**src/rtl/demux16_pkg.sv**
```systemverilog
`default_nettype none
// ============================================================================
// Module   : demux16_pkg
// Purpose  : Shared widths, FSM state encoding and mode constants for the
//            16-bit serial-to-parallel demultiplexer.
// Revision : 1.0 - initial release
// ============================================================================
package demux16_pkg;

  localparam int N     = 16;
  localparam int SEL_W = 4;

  typedef enum logic [0:0] {
    ST_IDLE = 1'b0,
    ST_FILL = 1'b1
  } state_e;

  localparam logic MODE_AUTO = 1'b0;
  localparam logic MODE_ADDR = 1'b1;

endpackage : demux16_pkg
`default_nettype wire

```
**src/rtl/demux1to16_dec.sv**
```systemverilog
`default_nettype none
// ============================================================================
// Module   : demux1to16_dec
// Purpose  : Index + enable to one-hot write-enable decoder. One decoded
//            vector drives both the shadow-word and written-mask updates.
// Revision : 1.0 - initial release
// ============================================================================
module demux1to16_dec #(
  parameter int N     = 16,
  parameter int SEL_W = 4
) (
  input  logic [SEL_W-1:0] idx_i,
  input  logic             en_i,
  output logic [N-1:0]     onehot_o
);

  // Each output bit compares the index against its own position.
  for (genvar gi = 0; gi < N; gi++) begin : g_bit
    assign onehot_o[gi] = en_i && (idx_i == SEL_W'(gi));
  end

endmodule : demux1to16_dec
`default_nettype wire

```
**src/rtl/demux16_deser.sv**
```systemverilog
`default_nettype none
// ============================================================================
// Module   : demux16_deser
// Purpose  : Sequential 1-to-16 demultiplexer / deserializer. Collects one
//            serial bit per valid cycle into a shadow word (auto-increment
//            LSB-first or explicitly addressed), and publishes the finished
//            word with a one-cycle strobe once every bit position is written.
// Revision : 1.0 - initial release
// ============================================================================
module demux16_deser #(
  parameter int N     = 16,  // word width; this revision supports 16 only
  parameter int SEL_W = 4    // log2(N)
) (
  input  logic             clk,
  input  logic             rst_n,
  input  logic             start_i,
  input  logic             mode_i,
  input  logic             in_i,
  input  logic             valid_i,
  input  logic [SEL_W-1:0] sel_i,
  output logic [N-1:0]     out_o,
  output logic             out_valid_o,
  output logic             busy_o,
  output logic [SEL_W-1:0] idx_o
);

  import demux16_pkg::*;

  state_e           state_q, state_d;
  logic [N-1:0]     shadow_q, shadow_d;
  logic [N-1:0]     mask_q, mask_d;
  logic             mode_q, mode_d;
  logic [SEL_W-1:0] idx_q, idx_d;
  logic [N-1:0]     out_q, out_d;
  logic             out_valid_q, out_valid_d;

  logic [SEL_W-1:0] wr_pos;
  logic             wr_en;
  logic [N-1:0]     wr_onehot;
  logic [N-1:0]     mask_merged;
  logic [N-1:0]     shadow_merged;
  logic             complete;

  // Write position: running index in auto mode, caller's select otherwise.
  always_comb begin
    wr_pos = (mode_q == MODE_ADDR) ? sel_i : idx_q;
    wr_en  = (state_q == ST_FILL) && valid_i;
  end

  demux1to16_dec #(
    .N     (N),
    .SEL_W (SEL_W)
  ) u_dec (
    .idx_i    (wr_pos),
    .en_i     (wr_en),
    .onehot_o (wr_onehot)
  );

  // Merge the current bit into the shadow word and mask. Completion is judged
  // on the merged mask, so a repeated address cannot complete a frame early.
  always_comb begin
    mask_merged   = mask_q | wr_onehot;
    shadow_merged = (shadow_q & ~wr_onehot) | ({N{in_i}} & wr_onehot);
    complete      = wr_en && (&mask_merged);
  end

  // FSM state register.
  always_ff @(posedge clk or negedge rst_n) begin
    if (!rst_n) begin
      state_q <= ST_IDLE;
    end else begin
      state_q <= state_d;
    end
  end

  // FSM next state: start always wins, so a completing frame can chain
  // straight into the next one without passing through IDLE.
  always_comb begin
    state_d = state_q;
    unique case (state_q)
      ST_IDLE: if (start_i) state_d = ST_FILL;
      ST_FILL: begin
        if (start_i)       state_d = ST_FILL;
        else if (complete) state_d = ST_IDLE;
      end
      default: state_d = ST_IDLE;
    endcase
  end

  // FSM outputs: all driven straight from registers.
  always_comb begin
    busy_o      = (state_q == ST_FILL);
    idx_o       = idx_q;
    out_o       = out_q;
    out_valid_o = out_valid_q;
  end

  // Datapath next state. The completion publish happens even when start
  // arrives in the same cycle; otherwise start discards the cycle's write.
  always_comb begin
    shadow_d    = shadow_q;
    mask_d      = mask_q;
    mode_d      = mode_q;
    idx_d       = idx_q;
    out_d       = out_q;
    out_valid_d = 1'b0;

    if (complete) begin
      out_d       = shadow_merged;
      out_valid_d = 1'b1;
    end

    if (start_i) begin
      shadow_d = '0;
      mask_d   = '0;
      idx_d    = '0;
      mode_d   = mode_i;
    end else if (complete) begin
      shadow_d = '0;
      mask_d   = '0;
      idx_d    = '0;
    end else if (wr_en) begin
      shadow_d = shadow_merged;
      mask_d   = mask_merged;
      if (mode_q == MODE_AUTO) begin
        idx_d = idx_q + SEL_W'(1);
      end
    end
  end

  // Datapath registers; reset discards any partial frame.
  always_ff @(posedge clk or negedge rst_n) begin
    if (!rst_n) begin
      shadow_q    <= '0;
      mask_q      <= '0;
      mode_q      <= MODE_AUTO;
      idx_q       <= '0;
      out_q       <= '0;
      out_valid_q <= 1'b0;
    end else begin
      shadow_q    <= shadow_d;
      mask_q      <= mask_d;
      mode_q      <= mode_d;
      idx_q       <= idx_d;
      out_q       <= out_d;
      out_valid_q <= out_valid_d;
    end
  end

endmodule : demux16_deser
`default_nettype wire

```
**config.mk**
```make
export PLATFORM = sky130hd
export DESIGN_NAME = demux16_deser
export DESIGN_NICKNAME = d
export VERILOG_FILES = /design/src/rtl/demux16_pkg.sv /design/src/rtl/demux1to16_dec.sv /design/src/rtl/demux16_deser.sv
export SDC_FILE = /design/constraint.sdc
export NUM_CORES = 1
export LEC_CHECK = 0
export CAP_MARGIN = 20
export CORE_AREA = 3 3 107 109
export DETAILED_ROUTE_END_ITERATION = 8
export DIE_AREA = 0 0 110 112
export GPL_TIMING_DRIVEN = 0
export PLACE_DENSITY = 0.42
export SLEW_MARGIN = 10
export SYNTH_ARGS = -nofsm -noshare
export SYNTH_HDL_FRONTEND = slang
export SYNTH_SLANG_ARGS = --single-unit
```
**constraint.sdc**
```tcl
create_clock -name clk -period 2.5 [get_ports clk]
set_input_delay 0.5 -clock clk [delete_from_list [all_inputs] [get_ports clk]]
set_output_delay 0.5 -clock clk [all_outputs]
set_load 0.01 [all_outputs]
```
==> results of run 1 <==
[what timing repair did]
item	in CTS	in global routing
setup buffers	6	16
endpoints found under the setup margin	54	53
gates cloned	0	2
resized for setup	17	34
pin swaps	5	7
[report_power, final]
part	leakage (nW)	internal (mW)	switching [mW]	total, mW
sequential	0.754	0.904	0.0185	0.922
combinational	0.729	0.122	0.147	0.269
clock	0.0533	0.235	0.331	0.566
total	1.54	1.26	0.497	1.76
[layout by cell type, fill, tap and decap left out, types with 2 or more instances in the layout]
cell,Yosys,final
sky130_fd_sc_hd__clkdlybuf4s50_1,0,25
sky130_fd_sc_hd__nand2b_1,2,2
sky130_fd_sc_hd__buf_12,0,2
sky130_fd_sc_hd__a21oi_2,0,3
sky130_fd_sc_hd__mux2i_4,2,2
sky130_fd_sc_hd__buf_8,0,4
sky130_fd_sc_hd__clkbuf_8,0,6
sky130_fd_sc_hd__clkbuf_1,4,2
sky130_fd_sc_hd__inv_1,4,4
sky130_fd_sc_hd__nand2_2,0,3
sky130_fd_sc_hd__nand3b_1,6,6
sky130_fd_sc_hd__nor2_1,38,38
sky130_fd_sc_hd__nor3_1,2,2
sky130_fd_sc_hd__dfrtp_2,0,3
sky130_fd_sc_hd__a22oi_2,0,2
sky130_fd_sc_hd__dlygate4sd2_1,0,5
sky130_fd_sc_hd__mux2i_1,16,16
sky130_fd_sc_hd__buf_6,6,6
sky130_fd_sc_hd__dfrtp_1,55,52
sky130_fd_sc_hd__o32ai_4,0,3
sky130_fd_sc_hd__nand3_1,3,3
sky130_fd_sc_hd__o21ai_0,8,5
sky130_fd_sc_hd__nor4_1,6,5
sky130_fd_sc_hd__or3b_4,1,3
sky130_fd_sc_hd__nand4b_1,3,3
sky130_fd_sc_hd__buf_4,2,21
sky130_fd_sc_hd__o21ai_2,0,2
sky130_fd_sc_hd__o21ai_1,17,18
sky130_fd_sc_hd__nand2_1,40,36
sky130_fd_sc_hd__nand4_1,2,2
sky130_fd_sc_hd__a21oi_1,17,14
sky130_fd_sc_hd__and3_1,3,2
[layout make-up]
type | instances | area, µm²
fill | 1129 | 7070
sequential | 55 | 1380
multi-input combinational | 191 | 1290
timing repair buffer | 55 | 522
tap | 140 | 175
buffer | 13 | 140
clock buffer | 6 | 82.6
clock inverter | 2 | 20.0
inverter | 4 | 15.0
[per-layer routing]
| metal | vias up | wire (µm) | GRT usage |
|---|---|---|---|
| li1 | 1047 | - | - |
| met1 | 1071 | 3830 | 0.191 |
| met2 | 35 | 3530 | 0.184 |
| met3 | 4 | 237 | 0.0232 |
| met4 | 0 | 49 | 0.0291 |
| met5 | - | 0 | 0 |
[path summary, 6_finish.rpt]
path	startpoint	endpoint	slack (ns)	cells after the start
min reg2reg	out_o[14]	out_o[14]	0.50	2
min	rst_n	out_o[5]	0.23	1
max in group asynchronous	rst_n	idx_o[1]	1.75	1
max	mode_q	mask_q[9]	0.02	11
min in group clk	out_o[14]	out_o[14]	0.50	2
max reg2reg	mode_q	mask_q[9]	0.02	11
[registers in the layout, indices dropped and copies added, names as in the netlist]
register,count
busy_o,1
idx_o,4
shadow_q,16
out_o,16
out_valid_o,1
mask_q,16
mode_q,1
[cell families (layout without fill, tap and decap cells)]
kind of cell | after synthesis | after routing
buffers and inverters | 19 | 80
AND/OR/NAND/NOR | 116 | 116
flip-flops | 55 | 55
adder cells (fa/ha/maj) | 1 | 1
AO/OA/AOI/OAI | 56 | 56
multiplexers | 18 | 18
[critical path: cells and delay by family (launching register included)]
| family | cells | cell delay (ns) |
|---|---|---|
| compound gates | 2 | 0.17 |
| buf+inv | 4 | 0.68 |
| flops | 1 | 0.43 |
| simple gates | 5 | 1.07 |
[stage by stage]
stage | setup slack (ns) | hold WS, ns
2_1_floorplan | 0.183 | 0.204
3_3_place_gp | -1.00 | 0.476
5_1_grt | -0.0536 | 0.281
6_report | 0.0191 | 0.235
4_1_cts | 0.000129 | 0.261
3_5_place_dp | -0.939 | 0.478
==> results_tabular.tex, run 1 <==
\begin{tabular}{lr}
\hline
Metric & Value \\
\hline
\multicolumn{2}{l}{\textbf{Synth}} \\
Synth warnings & 0 \\
Area share of the largest cell type after synthesis & 0.521 \\
Flip-flop and latch count after synthesis & 55 \\
Flip-flop cell with the highest count after synthesis & sky130\_fd\_sc\_hd\_\_dfrtp\_1 \\
Distinct cell type count after synthesis & 43 \\
Cell count after synthesis & roughly 270 \\
Share of synthesized flip-flops with an asynchronous set or reset & 1.00 \\
Yosys top cell by area & sky130\_fd\_sc\_hd\_\_dfrtp\_1 \\
Multiplexer fraction of the synthesized cell area & 0.0777 \\
Average cell area after synthesis & approximately 10 µm² \\
Most numerous cell in the Yosys netlist & sky130\_fd\_sc\_hd\_\_dfrtp\_1 \\
Post-Synth Simple-Gate Area & 0.218 \\
Cells taking the most area after synthesis & sky130\_fd\_sc\_hd\_\_dfrtp\_1 (52\%), sky130\_fd\_sc\_hd\_\_mux2i\_1 (6.1\%), sky130\_fd\_sc\_hd\_\_nand2\_1 (5.7\%) \\
Post-Syn Area & 2640 µm² \\
Sequential share of the synthesized area & 0.521 \\
Post-synthesis compound-gate area fraction & 0.130 \\
Fraction of the mapped netlist area in adder cells & 0.00474 \\
Post-Syn Nets & approximately 280 \\
Share of the synthesized netlist area taken by xor and xnor gates & 0 \\
Most instantiated cells after synthesis & sky130\_fd\_sc\_hd\_\_dfrtp\_1 (55), sky130\_fd\_sc\_hd\_\_nand2\_1 (40), sky130\_fd\_sc\_hd\_\_nor2\_1 (38) \\
Largest family of logic cells by synthesized area & simple AND/OR/NAND/NOR gates \\
Number of flops mapped to enable cells by yosys & 0 \\
\multicolumn{2}{l}{\textbf{Setup path}} \\
Cells along the critical path & buf\_2 -> or3\_4 -> o31ai\_4 -> buf\_12 -> a31oi\_4 -> nor4\_2 -> nand4\_1 -> buf\_6 -> nand2b\_4 -> buf\_8 -> nor2\_1 \\
Slowest cell on the critical path & sky130\_fd\_sc\_hd\_\_dfrtp\_1 \\
Crit path kind & flip-flop to flip-flop \\
Signal arrival time at the worst endpoint & between 2 and 3 ns \\
Startpoint types & flip-flop \\
Critical path endpoint category & flip-flop \\
Maximum net fanout on the critical path & 10 \\
Critical path's largest stage delay & $\sim$0.43 ns \\
Required time of the critical path & around 2.7 ns \\
\multicolumn{2}{l}{\textbf{Floorplanning}} \\
Standard-cell row count & 38 \\
Number of top-level design ports & 32 \\
Initial core utilization & 0.247 \\
Chip Height & about 110 µm \\
Die Outline Area & about 12000 µm² \\
Die Wd & $\sim$110 µm \\
Core footprint & between 10000 and 15000 µm² \\
\multicolumn{2}{l}{\textbf{Power and ir drop}} \\
Leakage & around 1.5 nW \\
Total power per unit cell area & just under 500 nW/µm² \\
Worst voltage drop across the vdd grid & between 0.15 and 0.2 mV \\
Total power draw & about 1.8 mW \\
\multicolumn{2}{l}{\textbf{Timing}} \\
Time the final worst path needs with I/O delays and setup & 2.48 ns \\
Peak Freq & 403 MHz \\
Count of final hold-check violations & 0 \\
Setup repair after global routing missed its margin & yes \\
Post-Route Skew & approximately 0.0055 ns \\
Worst slew margin & 0.514 \\
Crit share post-route & 0.992 \\
Number of pins exceeding their max-slew limit in the final report & 0 \\
Endpoints failing setup & 0 \\
Final total negative setup slack & 0 ns \\
Transition at the pin with the smallest max-transition slack & 0.729 ns \\
\multicolumn{2}{l}{\textbf{Detailed routing}} \\
Wirelength per Cell & approximately 16 µm \\
First drt pass iteration count & 4 \\
Wirelength, routed & approximately 7.6 mm \\
Antenna Violating Nets Remaining & 0 \\
DRC violation total after the first TritonRoute iteration & 80 \\
Number of design rule violations left after detail routing & 0 \\
Post-detailed-route via-to-cell ratio & between 4 and 5 \\
Vias post-DR & $\sim$2200 \\
\multicolumn{2}{l}{\textbf{Clock network}} \\
Clock slew seen by the registers of the worst setup and hold paths & 0.11 ns \\
Number of buffers created by CTS & 5 \\
Deepest clock path buffer count & 2 \\
Clock network latency to the later pin of the worst-skew pair & $\sim$0.31 ns \\
CTS root buf & sky130\_fd\_sc\_hd\_\_clkbuf\_8 \\
Hold\_buf cts & 0 \\
Clock Sink Count & 55 \\
H-tree level count & 2 \\
Clock tree from TritonCTS & done \\
\multicolumn{2}{l}{\textbf{Global routing}} \\
Tot GR Track Use & 0.126 \\
Antenna violations before repair & 0 \\
Largest net degree at the start of global routing & 56 \\
Via count of the first global-routing pass & about 2200 \\
Residual overflow from global routing & 0 \\
Wire length of the first global-routing pass & 12.0 mm \\
\multicolumn{2}{l}{\textbf{Finish}} \\
Non-Filler Cell Area, Final & $\sim$3600 µm² \\
Diode insertion count for antenna repair & 0 \\
Area added between synthesis and finish & 37.4\% \\
Util after Layout & 0.339 \\
Post-layout net count & approximately 340 \\
Final standard cell count with taps included and fillers excluded & 466 \\
Layout cell share with drive strength beyond 1 & 0.236 \\
\multicolumn{2}{l}{\textbf{Placement}} \\
Placed Cells incl. Taps & approximately 440 \\
Placer congestion estimate & slightly below 0.8 \\
Count of buffers from port buffering & 31 \\
Standard cell area after detailed placement & approximately 3100 µm² \\
DP Wirelength & roughly 5.0 mm \\
\multicolumn{2}{l}{\textbf{Flow run}} \\
Max capacitance violation total & 0 \\
\multicolumn{2}{l}{\textbf{Worst hold path}} \\
Class of the tightest hold or removal check & input pin to asynchronous set/reset pin \\
\multicolumn{2}{l}{\textbf{Run status}} \\
Outcome & finished, final reports clean \\
\hline
\end{tabular}
Power figures use the tool's default switching activity.
==> run 2: changes to the inputs <==
--- a/config.mk
+++ b/config.mk
@@ -8,4 +8,5 @@
 export CAP_MARGIN = 20
 export CORE_AREA = 3 3 107 109
+export CTS_BUF_LIST = sky130_fd_sc_hd__clkbuf_8
 export DETAILED_ROUTE_END_ITERATION = 8
 export DIE_AREA = 0 0 110 112
==> constraint.sdc (replaced) <==
create_clock -name clk -period 2.5 [get_ports clk]
set_input_delay 0.25 -clock clk [delete_from_list [all_inputs] [get_ports clk]]
set_output_delay 0.25 -clock clk [all_outputs]
set_load 0.01 [all_outputs]
==> results_tabular.tex, run 2 (same netlist as run 1, synthesis figures left out) <==
\begin{tabular}{lr}
\hline
Metric & Value \\
\hline
\multicolumn{2}{l}{\textbf{Run status}} \\
Outcome & complete, but fails checks \\
Failing checks & negative hold slack \\
\multicolumn{2}{l}{\textbf{Setup path}} \\
Crit path kind & flip-flop to flip-flop \\
Startpoint types & flip-flop \\
Signal arrival time at the worst endpoint & 2.70 ns \\
FF-to-FF End & mask\_q[9] \\
Maximum net fanout on the critical path & 10 \\
Register-to-register setup slack & about 0.0058 ns \\
Required time of the critical path & 2.70 ns \\
Crit Reg-Reg Startpoint & mode\_q \\
Critical path endpoint category & flip-flop \\
Logic depth of the worst register-to-register path & 10 \\
\multicolumn{2}{l}{\textbf{Global routing}} \\
Tot GR Track Use & 0.126 \\
Wire length of the first global-routing pass & $\sim$12 mm \\
Largest net degree at the start of global routing & 56 \\
Via count of the first global-routing pass & 2149 \\
Residual overflow from global routing & 0 \\
Antenna violations before repair & 0 \\
\multicolumn{2}{l}{\textbf{Clock network}} \\
H-tree level count & 2 \\
Number of buffers created by CTS & 5 \\
Clock Sink Count & 55 \\
CTS root buf & sky130\_fd\_sc\_hd\_\_clkbuf\_8 \\
Clock tree from TritonCTS & done \\
Hold\_buf cts & 0 \\
Clock network latency to the later pin of the worst-skew pair & around 0.31 ns \\
Clock slew seen by the registers of the worst setup and hold paths & between 0.1 and 0.15 ns \\
Deepest clock path buffer count & 2 \\
\multicolumn{2}{l}{\textbf{Detailed routing}} \\
DRC violation total after the first TritonRoute iteration & 76 \\
Vias post-DR & $\sim$2100 \\
First drt pass iteration count & 4 \\
Number of design rule violations left after detail routing & 0 \\
Post-detailed-route via-to-cell ratio & 4.64 \\
Wirelength, routed & around 7.5 mm \\
Antenna Violating Nets Remaining & 0 \\
Wirelength per Cell & 16.3 µm \\
\multicolumn{2}{l}{\textbf{Floorplanning}} \\
Number of top-level design ports & 32 \\
Die Outline Area & between 10000 and 15000 µm² \\
Die Wd & $\sim$110 µm \\
Initial core utilization & 0.247 \\
Core footprint & 10700 µm² \\
Standard-cell row count & 38 \\
Chip Height & 112 µm \\
\multicolumn{2}{l}{\textbf{Timing}} \\
Post-Route Skew & $\sim$0.0066 ns \\
Worst hold slack & -0.0137 ns \\
Crit share post-route & 0.998 \\
Count of final hold-check violations & 19 \\
Worst slew margin & 0.513 \\
Time the final worst path needs with I/O delays and setup & about 2.5 ns \\
Transition at the pin with the smallest max-transition slack & $\sim$0.73 ns \\
Setup slack of the critical path after layout & slightly below 0.006 ns \\
Setup repair after global routing missed its margin & yes \\
Peak Freq & approximately 400 MHz \\
Endpoints failing setup & 0 \\
Number of pins exceeding their max-slew limit in the final report & 0 \\
\multicolumn{2}{l}{\textbf{Power and ir drop}} \\
Leakage & $\sim$1.5 nW \\
Total power per unit cell area & 491 nW/µm² \\
Worst voltage drop across the vdd grid & between 0.15 and 0.2 mV \\
\multicolumn{2}{l}{\textbf{Finish}} \\
Post-layout net count & between 300 and 400 \\
Filler Cell Count & 1143 \\
Layout cell share with drive strength beyond 1 & 0.210 \\
Top library cells by usage in the layout, fill and taps aside & sky130\_fd\_sc\_hd\_\_dfrtp\_1 (52), sky130\_fd\_sc\_hd\_\_nor2\_1 (38), sky130\_fd\_sc\_hd\_\_nand2\_1 (35) \\
Most common cell after layout, fill and taps aside & sky130\_fd\_sc\_hd\_\_dfrtp\_1 \\
Area added between synthesis and finish & 33.0\% \\
Diode insertion count for antenna repair & 0 \\
\multicolumn{2}{l}{\textbf{Placement}} \\
Placer congestion estimate & roughly 0.78 \\
Count of buffers from port buffering & 31 \\
DP Worst Slack & -0.689 ns \\
DP Wirelength & $\sim$5 mm \\
\multicolumn{2}{l}{\textbf{Flow run}} \\
Max capacitance violation total & 0 \\
\multicolumn{2}{l}{\textbf{Worst hold path}} \\
Class of the tightest hold or removal check & input pin to asynchronous set/reset pin \\
\hline
\end{tabular}
==> run 2: changes by cell type in the layout (fill, tap and decap cells not counted), sizes merged <==
cell           before  now
clkdlybuf4s50      25   30
buf                34   27
dlygate4sd2         5    0
==> run 2: worst max-delay path: stages (launching register included) <==
cell	delay, ns
sky130_fd_sc_hd__dfrtp_1	0.43
sky130_fd_sc_hd__buf_2	0.16
sky130_fd_sc_hd__or3b_2	0.47
sky130_fd_sc_hd__a22oi_1	0.18
sky130_fd_sc_hd__o221ai_1	0.19
sky130_fd_sc_hd__nor4_1	0.22
sky130_fd_sc_hd__nand4_1	0.19
sky130_fd_sc_hd__buf_6	0.19
sky130_fd_sc_hd__nand2b_4	0.12
sky130_fd_sc_hd__buf_6	0.16
sky130_fd_sc_hd__nor2_1	0.05
==> run 2: layer usage <==
metal / part of all wire / vias to the layer above / global-route usage / routed length (µm)
li1: - / 1032 / - / -
met1: 0.50 / 1045 / 0.189 / 3760
met2: 0.45 / 47 / 0.183 / 3410
met4: 0.0080 / 0 / 0.0308 / 60
met3: 0.037 / 8 / 0.0249 / 274
met5: 0 / - / 0 / 0
==> run 2: worst max-delay path by stage <==
| stage | startpoint | end | slack (ns) | cells after the start |
|---|---|---|---|---|
| 4_1_cts | idx_o[0] | shadow_q[11] | 0.01 | 9 |
| 6_report | mode_q | mask_q[9] | 0.006 | 10 |
| 3_3_place_gp | rst_n | idx_o[0] | -0.75 | 1 |
| 3_5_place_dp | valid_i | shadow_q[0] | -0.69 | 10 |
| 2_1_floorplan | idx_o[2] | shadow_q[6] | 0.18 | 10 |
| 5_1_grt | mode_q | mask_q[8] | -0.10 | 11 |
==> run 2: area by class of cell <==
class | count | area, µm² | area share
multi-input combinational | 191 | 1270 | 0.361
buffer | 13 | 125 | 0.0356
timing repair buffer | 48 | 445 | 0.127
clock inverter | 2 | 20.0 | 0.00570
clock buffer | 6 | 82.6 | 0.0235
sequential | 55 | 1380 | 0.393
inverter | 4 | 15.0 | 0.00428
tap | 140 | 175 | 0.0499
==> run 2: stage by stage <==
step           power, mW   util  cells  setup TNS [ns]  instance area [µm²]
2_1_floorplan       1.05      -    265               0                 2640
3_3_place_gp        1.13  0.292    436          -75.67                 3130
3_5_place_dp        1.13  0.292    436          -34.54                 3120
4_1_cts             1.72  0.312    449               0                 3330
5_1_grt             1.82  0.328    459           -3.04                 3510
6_report            1.72  0.328    459               0                 3510
==> run 2: power breakdown <==
part	leakage (nW)	switching [mW]	total (mW)	internal, mW
Clock	0.0533	0.329	0.564	0.235
Combinational	0.675	0.138	0.239	0.101
Sequential	0.754	0.0182	0.922	0.904
Total	1.48	0.485	1.72	1.24
==> run 2: what timing repair did <==
item | in CTS | in global routing
resized for setup | 12 | 28
endpoints found under the setup margin | 53 | 53
pin swaps | 5 | 5
gates cloned | 0 | 1
buffers inserted | 5 | 11
